`src/rtl/id_hazard_scoreboard_if.sv`:
```
// ID-stage hazard interface: instruction fields in from the IF/ID register, stall/bubble controls out.
// HAZARD_FWD_EN adds the registered forwarding selects fwd_a/fwd_b.
interface id_hazard_scoreboard_if #(
  parameter int unsigned CNT_W = 16
);
  logic             id_valid;
  logic [5:0]       id_opcode;
  logic [4:0]       id_rs;
  logic [4:0]       id_rt;
  logic [4:0]       id_rd;
  logic             flush;
  logic             stall;
  logic             pc_write;
  logic             ifid_write;
  logic             id_bubble;
  logic [CNT_W-1:0] stall_count;
`ifdef HAZARD_FWD_EN
  logic [1:0]       fwd_a;
  logic [1:0]       fwd_b;

  modport master (
    output id_valid, id_opcode, id_rs, id_rt, id_rd, flush,
    input  stall, pc_write, ifid_write, id_bubble, stall_count, fwd_a, fwd_b
  );
  modport slave (
    input  id_valid, id_opcode, id_rs, id_rt, id_rd, flush,
    output stall, pc_write, ifid_write, id_bubble, stall_count, fwd_a, fwd_b
  );
`else
  modport master (
    output id_valid, id_opcode, id_rs, id_rt, id_rd, flush,
    input  stall, pc_write, ifid_write, id_bubble, stall_count
  );
  modport slave (
    input  id_valid, id_opcode, id_rs, id_rt, id_rd, flush,
    output stall, pc_write, ifid_write, id_bubble, stall_count
  );
`endif
endinterface

```
`src/rtl/id_hazard_scoreboard.sv`:
```
// ID-stage hazard scheduler: 3-slot (EX/MEM/WB) destination scoreboard, stall/flush control and a
// saturating stall-cycle counter. Optional macro HAZARD_FWD_EN: load-use-only stalls plus fwd selects.
module id_hazard_scoreboard #(
  parameter int unsigned CNT_W          = 16,
  parameter int unsigned REGFILE_BYPASS = 0
) (
  input logic                   clk,
  input logic                   rst,
  id_hazard_scoreboard_if.slave hz
);

  typedef struct packed {
    logic       valid;
    logic [4:0] dest;
    logic       load;
  } slot_t;

  slot_t            ex_q, mem_q, wb_q, push_d;
  logic [CNT_W-1:0] cnt_q, cnt_d;
  logic             use_rs, use_rt, dec_load;
  logic [4:0]       dec_dest;
  logic             hazard, stall, issue;

  function automatic logic hit(slot_t s, logic [4:0] src, logic used);
    return used && (src != 5'd0) && s.valid && (s.dest == src);
  endfunction

  always_comb begin
    use_rs   = 1'b0;
    use_rt   = 1'b0;
    dec_dest = 5'd0;
    dec_load = 1'b0;
    case (hz.id_opcode)
      6'b000000: begin use_rs = 1'b1; use_rt = 1'b1; dec_dest = hz.id_rd; end
      6'b100011: begin use_rs = 1'b1; dec_dest = hz.id_rt; dec_load = 1'b1; end
      6'b101011: begin use_rs = 1'b1; use_rt = 1'b1; end
      6'b000100: begin use_rs = 1'b1; use_rt = 1'b1; end
      6'b001000: begin use_rs = 1'b1; dec_dest = hz.id_rt; end
      default: ;
    endcase
  end

  logic ex_rs, ex_rt, mem_rs, mem_rt, wb_rs, wb_rt;
  assign ex_rs  = hit(ex_q,  hz.id_rs, use_rs);
  assign ex_rt  = hit(ex_q,  hz.id_rt, use_rt);
  assign mem_rs = hit(mem_q, hz.id_rs, use_rs);
  assign mem_rt = hit(mem_q, hz.id_rt, use_rt);
  assign wb_rs  = hit(wb_q,  hz.id_rs, use_rs);
  assign wb_rt  = hit(wb_q,  hz.id_rt, use_rt);

`ifdef HAZARD_FWD_EN
  // With forwarding only a load still in EX cannot supply its value in time.
  assign hazard = (ex_rs | ex_rt) & ex_q.load;
`else
  assign hazard = ex_rs | ex_rt | mem_rs | mem_rt |
                  ((wb_rs | wb_rt) & (REGFILE_BYPASS == 0));
`endif

  assign stall = hz.id_valid & ~hz.flush & hazard;
  assign issue = hz.id_valid & ~stall & ~hz.flush;

  always_comb begin
    push_d = '0;
    if (issue && (dec_dest != 5'd0)) begin
      push_d = '{valid: 1'b1, dest: dec_dest, load: dec_load};
    end
    cnt_d = cnt_q;
    if (stall && (cnt_q != {CNT_W{1'b1}})) begin
      cnt_d = cnt_q + CNT_W'(1);
    end
  end

  always_ff @(posedge clk or negedge rst) begin
    if (!rst) begin
      ex_q  <= '0;
      mem_q <= '0;
      wb_q  <= '0;
      cnt_q <= '0;
    end else begin
      wb_q  <= mem_q;
      mem_q <= ex_q;
      ex_q  <= push_d;
      cnt_q <= cnt_d;
    end
  end

`ifdef HAZARD_FWD_EN
  logic [1:0] fwd_a_q, fwd_a_d, fwd_b_q, fwd_b_d;

  always_comb begin
    fwd_a_d = 2'b00;
    fwd_b_d = 2'b00;
    if (issue) begin
      fwd_a_d = ex_rs ? 2'b10 : (mem_rs ? 2'b01 : 2'b00);
      fwd_b_d = ex_rt ? 2'b10 : (mem_rt ? 2'b01 : 2'b00);
    end
  end

  always_ff @(posedge clk or negedge rst) begin
    if (!rst) begin
      fwd_a_q <= 2'b00;
      fwd_b_q <= 2'b00;
    end else begin
      fwd_a_q <= fwd_a_d;
      fwd_b_q <= fwd_b_d;
    end
  end

  assign hz.fwd_a = fwd_a_q;
  assign hz.fwd_b = fwd_b_q;
`endif

  assign hz.stall       = stall;
  assign hz.pc_write    = ~stall;
  assign hz.ifid_write  = ~stall;
  assign hz.id_bubble   = stall | hz.flush | ~hz.id_valid;
  assign hz.stall_count = cnt_q;

endmodule
```
`src/flat_wrapper.sv`:
```
// flat-port wrapper written by rule: the top's interface ports become plain ports
module id_hazard_scoreboard_flat 
#(
  parameter int unsigned CNT_W          = 16,
  parameter int unsigned REGFILE_BYPASS = 0
)
  (clk, rst, hz_id_valid, hz_id_opcode, hz_id_rs, hz_id_rt, hz_id_rd, hz_flush, hz_stall, hz_pc_write, hz_ifid_write, hz_id_bubble, hz_stall_count);
  id_hazard_scoreboard_if #(.CNT_W(CNT_W)) hz_i ();
  input logic clk;
  input logic rst;
  input wire logic [$bits(hz_i.id_valid)-1:0] hz_id_valid;
  input wire logic [$bits(hz_i.id_opcode)-1:0] hz_id_opcode;
  input wire logic [$bits(hz_i.id_rs)-1:0] hz_id_rs;
  input wire logic [$bits(hz_i.id_rt)-1:0] hz_id_rt;
  input wire logic [$bits(hz_i.id_rd)-1:0] hz_id_rd;
  input wire logic [$bits(hz_i.flush)-1:0] hz_flush;
  output wire logic [$bits(hz_i.stall)-1:0] hz_stall;
  output wire logic [$bits(hz_i.pc_write)-1:0] hz_pc_write;
  output wire logic [$bits(hz_i.ifid_write)-1:0] hz_ifid_write;
  output wire logic [$bits(hz_i.id_bubble)-1:0] hz_id_bubble;
  output wire logic [$bits(hz_i.stall_count)-1:0] hz_stall_count;
  assign hz_i.id_valid = hz_id_valid;
  assign hz_i.id_opcode = hz_id_opcode;
  assign hz_i.id_rs = hz_id_rs;
  assign hz_i.id_rt = hz_id_rt;
  assign hz_i.id_rd = hz_id_rd;
  assign hz_i.flush = hz_flush;
  assign hz_stall = hz_i.stall;
  assign hz_pc_write = hz_i.pc_write;
  assign hz_ifid_write = hz_i.ifid_write;
  assign hz_id_bubble = hz_i.id_bubble;
  assign hz_stall_count = hz_i.stall_count;
  id_hazard_scoreboard #(.CNT_W(CNT_W), .REGFILE_BYPASS(REGFILE_BYPASS)) u_core (.clk(clk), .rst(rst), .hz(hz_i));
endmodule
```
`config.mk`:
```
export PLATFORM = sky130hd
export DESIGN_NAME = id_hazard_scoreboard_flat
export DESIGN_NICKNAME = d
export VERILOG_FILES = /design/src/rtl/id_hazard_scoreboard_if.sv /design/src/rtl/id_hazard_scoreboard.sv /design/src/flat_wrapper.sv
export SDC_FILE = /design/constraint.sdc
export NUM_CORES = 1
export LEC_CHECK = 0
export BUFFER_PORTS_ARGS = -buffer_cell sky130_fd_sc_hd__buf_2
export CAP_MARGIN = 10
export CORE_MARGIN = 10
export CORE_UTILIZATION = 55
export DETAILED_ROUTE_END_ITERATION = 12
export GPL_ROUTABILITY_DRIVEN = 0
export PLACE_DENSITY = 0.93
export SYNTH_ARGS = -nofsm -noshare
export SYNTH_HDL_FRONTEND = slang
export SYNTH_SLANG_ARGS = --single-unit
```
`constraint.sdc`:
```
create_clock -name clk -period 5.2 [get_ports clk]
set_input_delay 0 -clock clk [delete_from_list [all_inputs] [get_ports clk]]
set_output_delay 0 -clock clk [all_outputs]
set_load 0.005 [all_outputs]
```
After elaboration in Yosys (flattened, before gate mapping):

Index checks and enable logic that the tools add are counted.

* input port bits: 25
* register bits: 34
* word-level logic and storage cells: 61
* output and inout port bits: 20

* multiplexer cells: 5
* add/sub/neg operators: 1
* reductions and logical operators: 23
* bitwise logic cells: 14
* eq/ne operators: 11

Operator list (number)
* equality test 5 bit: 6
* adder 16 x 1 -> 16 bit (second input constant): 1
* logical AND 1 bit: 16
* != test 16 bit (second input constant): 1
* nonzero test 5 bit: 3
* equality test 6 bit (second input constant): 2
* case mux 5 bit (2 select lines): 1
* two-way mux 7 bit: 1
* OR 1 bit: 7
* equality test 6 x 3 -> 1 bit (second input constant): 1
* equality test 6 x 4 -> 1 bit (second input constant): 1
* zero test 6 bit: 1
* OR reduction 5 bit: 1
* bitwise AND 1 bit: 4
* two-way mux 1 bit: 3
* NOT 1 bit: 3
* OR reduction 3 bit: 1
* OR reduction 2 bit: 1

Longest topological paths before layout:

Gate-level depths: netlist of the first run.

* depth after elaboration: 16
* mapped depth: 8
* depth with buffers taken out: 7

Worst setup path before layout of the first run:

No wires, ideal clock.

* path type: register -> register
* start point: register u_core.mem_q[5] in the netlist's numbering
* end point: register u_core.cnt_q[1] (netlist: u_core.hz.stall_count[1])
* cell stages (with the launch flop): 8
* library setup time: 0.125 ns
* setup slack: 3.166 ns
* buffers on the path: 0
* data arrival time: 1.909 ns
* data required time: 5.075 ns
* clock period less this slack: 2.034 ns
* cells stage by stage: dfrtp_1 -> xnor2_1 -> nand3_1 -> nor4_2 -> o21ai_1 -> a311oi_4 -> nand2_2 -> mux2_4

* word-level cells in the longest chain between the ends: 7
* elaborated cells between the ends (all ways): 9
* classes of those cells: eq/ne: 2; bitwise: 4; reduce/logical: 3

Ends and longest elaborated chain
* start, declared: line id_hazard_scoreboard.sv:18 `slot_t ex_q, mem_q, wb_q, push_d;`
* start signal, assigned: line id_hazard_scoreboard.sv:81 `mem_q <= ex_q;`
* equality test 5 bit: line id_hazard_scoreboard.sv:25 `return used && (src != 5'd0) && s.valid && (s.dest == src);`
* logical AND 1 bit: line id_hazard_scoreboard.sv:25
* OR 1 bit: line id_hazard_scoreboard.sv:55 `assign hazard = ex_rs | ex_rt | mem_rs | mem_rt |`
* OR 1 bit (*) (2 in a row): line id_hazard_scoreboard.sv:55
* bitwise AND 1 bit (*): line id_hazard_scoreboard.sv:59 `assign stall = hz.id_valid & ~hz.flush & hazard;`
* logical AND 1 bit (*): line id_hazard_scoreboard.sv:68 `if (stall && (cnt_q != {CNT_W{1'b1}})) begin`
* end signal, assigned: line id_hazard_scoreboard.sv:83 `cnt_q <= cnt_d;`
* end, declared: line id_hazard_scoreboard.sv:19 `logic [CNT_W-1:0] cnt_q, cnt_d;`

Mark *: on every way between the ends. The rest lies on a longest branch, timed or not.
A chain may end at the register's enable or synchronous reset.

Final worst setup path of the first run:

* start point: register u_core.ex_q[1] in the netlist's numbering
* end point: output port hz_ifid_write

* word-level cells in the longest chain between the ends: 8
* elaborated cells between the ends (all ways): 10
* classes of those cells: eq/ne: 2; bitwise: 6; reduce/logical: 2

Ends and longest elaborated chain
* start, declared: line id_hazard_scoreboard.sv:18
* start signal, assigned: line id_hazard_scoreboard.sv:82 `ex_q <= push_d;`
* equality test 5 bit: line id_hazard_scoreboard.sv:25
* logical AND 1 bit: line id_hazard_scoreboard.sv:25
* OR 1 bit (*) (4 in a row): line id_hazard_scoreboard.sv:55
* bitwise AND 1 bit (*): line id_hazard_scoreboard.sv:59
* NOT 1 bit (*): line id_hazard_scoreboard.sv:115 `assign hz.ifid_write = ~stall;`
* end, declared: line flat_wrapper.sv:19 `output wire logic [$bits(hz_i.ifid_write)-1:0] hz_ifid_write;`

Marked as above.

==> metrics.md, run 1 <==
| Metric | Value |
|---|---|
| Post-route ant nets | `0` |
| H-tree lvl count | `2` |
| Commonest register cell after synthesis | `dfrtp_1` |
| Clk_lat worst skew | `approximately 340 ps` |
| PwrDens | `approximately 250 mW/mm^2` |
| Port bufs | `44` |
| Layout cells sized above 1 | `28.76%` |
| Critical Path Source Type | `flop` |
| WS Path Type | `flop to output pin` |
| Cell accounting for the most synthesized area | `dfrtp_1` |
| Period utilization | `between 50% and 60%` |
| Cell leakage power | `approximately 1 nW` |
| Antenna diodes | `0` |
| Mapped cell area | `~0.0019 mm^2` |
| Crit path max fanout | `19` |
| Clock Tree Buf Depth | `2` |
| Max cap viols | `0` |
| Avg WL per Cell | `~17 um` |
| Root Buffer | `clkbuf_4` |
| Net load switching power | `0.1230 mW` |
| Max-slew violation count | `0` |
| Seq/Total Area, Yosys | `roughly 45%` |
| Cell with the most instances after synthesis | `xnor2_1` |
| Synth-to-Final Area Change | `19.96%` |
| Combinational Power Share | `roughly 8.4%` |
| Critical path, cell by cell | `xnor2_1 -> nand2_1 -> nor4_1 -> o21ai_0 -> a311oi_4 -> inv_1 -> buf_2` |
| Count of final hold-check violations | `0` |
| Data required, critical path | `around 5200 ps` |
| Syn nets | `201` |
| Die height | `about 80 um` |
| Synth unique cells | `37` |
| Overflow after GRT | `0` |
| Core Region | `between 0.003 and 0.004 mm^2` |
| Vias in the first global route | `1613` |
| Reg power frac | `47.7%` |
| First-pass GRT wire length | `roughly 7800 um` |
| Final #Nets | `251` |
| Finish-stage setup viols | `0` |
| Largest net degree at the start of global routing | `35` |
| Synth top area cells | `dfrtp_1 45%, xnor2_1 17%, nand3_1 3.7%` |
| DRT Pass-1 Iters | `4` |
| Setup WS pre-CTS | `2641 ps` |
| RSZ-0062 raised after global routing | `false` |
| Routed vias/inst | `about 5.7` |
| Delay-heaviest family, CP | `compound AO/OA/AOI/OAI gates` |
| Die Footprint | `0.006189 mm^2` |
| Total Neg Setup Slack | `0 ps` |
| Worst slew margin | `approximately two fifths` |
| Internal power | `about 0.44 mW` |
| Layout fillers | `~260` |
| CP Buf/Inv Count | `2` |
| Rows | `21` |
| DRC viols | `0` |
| WP data arrival | `2610 ps` |
| Syn_area_per_cell | `10.82 um^2` |
| Hold Path Class | `primary input to flop` |
| PnR worst setup slack | `2593 ps` |
| Worst-margin pin slew | `910.5 ps` |
| Post-DP HPWL | `3571 um` |
| Placed cells | `262` |
| CTS buffer count | `5` |
| IO Pins | `45` |
| Initial antenna violation count | `0` |
| Fmax | `0.3836 GHz` |
| Non-filler cells, final | `~270` |
| Critical Path Slowest Stage Cell | `a311oi_4` |
| GRT Resource Usage Total | `between 10% and 20%` |
| Initial DRC Count | `just over 90` |
| Utilization after layout | `a little under 70%` |
| Max incr delay on CP | `780 ps` |
| Top post-synthesis cells by count | `36 x xnor2_1, 34 x dfrtp_1, 14 x nand3_1` |
| Warnings from Yosys | `0` |
| VDD IR max | `~0.20 mV` |
| Synth top area share | `between 40% and 50%` |
| Sw Ratio | `around 22%` |
| Post-synth EDFFs | `0` |
| Post-Syn Instances | `~180` |
| Die extent in x | `around 79 um` |
| CTS tree | `built` |
| Clock sink total | `34` |
| Flops & latches, synth | `34` |
| Clock Skews | `approximately 13 ps` |
| Status | `completed` |
| Min Clock Period, post-route | `approximately 2600 ps` |
| Final WL | `4643 um` |
| Clock share of power | `a little over two fifths` |
| Vias post-DR | `around 1600` |
| Starting density of the core | `56.73%` |
| Asr flop ratio synth | `100.0%` |
| Clock transition at path regs | `about 100 ps` |
| Crit. End Element | `output pin` |
cell families after synthesis:
logic type,share of synthesized area [%]
and+or+nand+nor,21.88
xor gates and xnor gates,19.43
DFF,44.94
AOI/OAI and AO/OA,9.716
buffers and inverters,1.983
muxes,1.388
adders and majority gates,0.6608
cell usage in the layout, fill, tap and decap left out, types with 2 or more instances in the layout:
cell	synthesis	layout
bufinv_16	0	2
nor2_1	6	6
xor2_1	6	6
or4_1	2	2
and3_1	10	10
buf_2	0	44
nand3_1	14	14
nand4_1	4	4
inv_1	3	3
a31oi_1	2	2
nor4_1	7	7
o21ai_0	2	2
a22o_1	4	4
a21oi_1	3	3
clkbuf_4	1	5
nand2_1	9	9
xnor2_1	36	36
dlygate4sd3_1	0	2
o21ai_1	2	2
nand3_2	6	6
dfrtp_1	34	34
nor3_1	6	6
final cells by class:
cell class                      count  area, um^2  share of cell area (%)
Inverter                            3       11.26                  0.4959
Timing Repair Buffer               46       240.2                   10.58
Clock buffer                        5       37.54                   1.653
Clock inverter                      3       68.82                   3.030
Multi-Input combinational cell    135        1005                   44.24
Tap cell                           46       57.56                   2.534
Sequential cell                    34       850.8                   37.47
power by group through the flow:
stage               clock network, mW  registers, mW  logic, mW
floorplan                           0          0.271     0.0188
global placement                    0          0.272     0.0446
detailed placement                  0          0.272     0.0458
CTS                             0.250          0.267     0.0472
global route                    0.261          0.267     0.0517
finish                          0.245          0.267     0.0470
worst register-to-register path, stage by stage (launching register included):
cell	delay, ps
dfrtp_1	450
and3_1	230
and3_1	220
nand2_1	110
nor3_1	300
nand4_1	560
nand2_2	300
mux2_4	310
flip-flops by register name, summed over array words and instances, names as in the netlist:
register	cells
u_core.ex_q	6
u_core.hz.stall_count	16
u_core.mem_q	6
u_core.wb_q	6
path summary, 6_finish.rpt:
path / startpoint / to / slack (ps) / depth (start not counted)
worst max-delay path: u_core.ex_q[1] / hz_ifid_write / 2590 / 7
worst min-delay path: hz_id_rd[0] / u_core.ex_q[1] / 60 / 3
worst max register to register: u_core.hz.stall_count[7] / u_core.hz.stall_count[1] / 2610 / 7
worst min register to register: u_core.mem_q[6] / u_core.wb_q[6] / 390 / 0
max in group asynchronous: rst / u_core.mem_q[2] / 4470 / 2
min in group asynchronous: rst / u_core.mem_q[6] / 260 / 2
through the flow:
step / total power [mW] / hold slack, ps / cell area [um^2]
2_1_floorplan: 0.2902 / -295.6 / 1893
3_3_place_gp: 0.3163 / 107.2 / 2145
3_5_place_dp: 0.3174 / 109.0 / 2145
4_1_cts: 0.5639 / 46.72 / 2271
5_1_grt: 0.5793 / 50.19 / 2271
6_report: 0.5585 / 61.18 / 2271
timing repair:
action                    in CTS  in global routing
hold buffers                   2                  0
setup buffers                  0                  0
gates resized for setup        0                  0
hold endpoints to repair      35                  0
metal layers:
layer	vias to the layer above	wire (um)	track usage (%)
met4	0	52	6.452
met3	4	273	3.759
met1	764	1913	18.64
met5	-	0	0
li1	736	-	-
met2	57	2403	25.74
(Power assumes the default switching activity.)
==> run 2: changes to the inputs <==
Settings changed: CORE_UTILIZATION 55 to 53, PLACE_DENSITY 0.93 to 0.9.
Clock period 5.2 ns to 2.42 ns, I/O delays scaled along.
==> metrics.md, run 2 (synthesis results as in run 1) <==
| Metric | Value |
|---|---|
| Status | `completed (unchanged)` |
| Fmax | `0.4496 GHz` |
| Most frequent cells in the layout | `44 x buf_2, 36 x xnor2_1, 34 x dfrtp_1 (unchanged)` |
| Non-filler cells, final | `273 (was 272)` |
| RSZ-0062 raised after global routing | `false (unchanged)` |
| Most common cell after layout, fill and taps aside | `buf_2 (unchanged)` |
| Max reg flops | `16 (unchanged)` |
| DRC viols | `0 (unchanged)` |
| Max-slew violation count | `0 (unchanged)` |
| CTS buffer count | `5 (unchanged)` |
| Clk_lat worst skew | `340 ps (about the same)` |
| Vias post-DR | `1544 (was 1561)` |
| Final WL | `4394 um (was 4643 um)` |
| PwrDens | `428.4 mW/mm^2 (was 245.9 mW/mm^2)` |
| Final #Nets | `253 (was 251)` |
| Worst-margin pin slew | `730.5 ps (was 910.5 ps)` |
| Post-route ant nets | `0 (unchanged)` |
| Hold Slack | `69.76 ps (was 61.18 ps)` |
| Hold Path Class | `primary input to flop (unchanged)` |
| VDD IR max | `0.2636 mV (was 0.2016 mV)` |
| Crit. End Element | `output pin (unchanged)` |
| Cell leakage power | `0.9924 nW (was 1.005 nW)` |
| Min Clock Period, post-route | `about 2200 ps` |
| Rows | `21 (unchanged)` |
| Die height | `79.77 um (was 78.67 um)` |
| Starting density of the core | `55.85% (was 56.73%)` |
| GRT Resource Usage Total | `14.49% (was 15.47%)` |
| CTS tree | `built (unchanged)` |
| Worst slew margin | `51.30% (was 39.30%)` |
| Largest net degree at the start of global routing | `35 (unchanged)` |
| Post-DP HPWL | `3463 um (was 3571 um)` |
| WS Path Type | `flop to output pin (unchanged)` |
| Layout cells sized above 1 | `29.07% (was 28.76%)` |
| Vias in the first global route | `1558 (was 1613)` |
| Synth-to-Final Area Change | `18.31% (was 19.96%)` |
| Port bufs | `44 (unchanged)` |
| Routed vias/inst | `5.656 (was 5.739)` |
| H-tree lvl count | `2 (unchanged)` |
| Clock sink total | `34 (unchanged)` |
| Core Region | `0.003390 mm^2 (was 0.003337 mm^2)` |
| Overflow after GRT | `0 (unchanged)` |
| WP data arrival | `2220 ps (was 2610 ps)` |
| Initial antenna violation count | `0 (unchanged)` |
| Initial DRC Count | `104 (was 92)` |
| Data required, critical path | `2420 ps (was 5200 ps)` |
| Root Buffer | `clkbuf_4 (unchanged)` |
| Utilization after layout | `66.08% (was 68.05%)` |
| IO Pins | `45 (unchanged)` |
| DRT Pass-1 Iters | `4 (unchanged)` |
| Clock Tree Buf Depth | `2 (unchanged)` |
| Clock transition at path regs | `90 ps (was 100 ps)` |
| Period utilization | `between 90% and 100%` |
| Antenna diodes | `0 (unchanged)` |
| Total Neg Setup Slack | `0 ps (unchanged)` |
| Die extent in x | `79.77 um (was 78.67 um)` |
| Max cap viols | `0 (unchanged)` |
| Crit path max fanout | `19 (unchanged)` |
| Die Footprint | `0.006362 mm^2 (was 0.006189 mm^2)` |
| Finish-stage setup viols | `0 (unchanged)` |
| First-pass GRT wire length | `7355 um (was 7762 um)` |
| Avg WL per Cell | `16.10 um (was 17.07 um)` |
| Critical Path Source Type | `flop (unchanged)` |
| Post-CTS Resized | `0 (unchanged)` |
| Placed cells | `264 (was 262)` |
| Clock Skews | `11.16 ps (was 12.97 ps)` |
| Count of final hold-check violations | `0 (unchanged)` |
[run 2: changes by cell type in the layout (fill, tap and decap cells not counted), sizes merged]
cell    delta
bufinv     -2
clkinv     +1
buf        +2
[run 2: area by class of cell]
type	count	area, um^2
clock buffers	5	37.54
clock inverters	2	10.01
fillers	276	1150
inverters	3	11.26
multi-input cells	135	1005
flip-flops and latches	34	850.8
well taps	46	57.56
repair buffers	48	267.8
[run 2: path summary, 6_finish.rpt]
path	start	to	slack, ps	depth (start not counted)
min reg2reg	u_core.mem_q[6]	u_core.wb_q[6]	390	0
min	hz_id_rd[1]	u_core.ex_q[2]	70	3
max reg2reg	u_core.mem_q[5]	u_core.hz.stall_count[1]	220	8
min in group asynchronous	rst	u_core.hz.stall_count[15]	280	2
max in group asynchronous	rst	u_core.wb_q[5]	1670	2
max	u_core.mem_q[5]	hz_pc_write	200	8
[run 2: worst max-delay path, stage by stage, from the launching register on]
cell and delay (ps):
dfrtp_1 440, xnor2_1 170, nand3_1 120, nor4_2 270, o21ai_1 160, a311oi_4 360
buf_12 200, inv_1 50, buf_2 120
[run 2: metrics by stage]
stage	area, um^2	worst slack [ps]	power (mW)
CTS	2240	176.2	0.9704
global route	2240	21.36	1.001
floorplan	1893	386.4	0.6236
global placement	2172	204.9	0.6792
detailed placement	2172	132.4	0.6809
finish	2240	195.7	0.9595
[run 2: timing repair]
item                      CTS  global route
hold endpoints to repair   36             0
setup buffers               0             0
hold buffers                2             0
[run 2: per-layer routing]
layer | vias up | wire (um) | global-route usage, %
met1 | 747 | 1854 | 17.41
met3 | 7 | 356 | 4.392
met5 | - | 0 | 0
met2 | 54 | 2114 | 22.90
li1 | 736 | - | -
met4 | 0 | 69 | 7.394
[run 2: power by group]
part | internal, mW | switching [mW] | leakage, nW
clock | 0.104 | 0.182 | 0.0308
combinational | 0.0422 | 0.0581 | 0.487
sequential | 0.570 | 0.00235 | 0.475
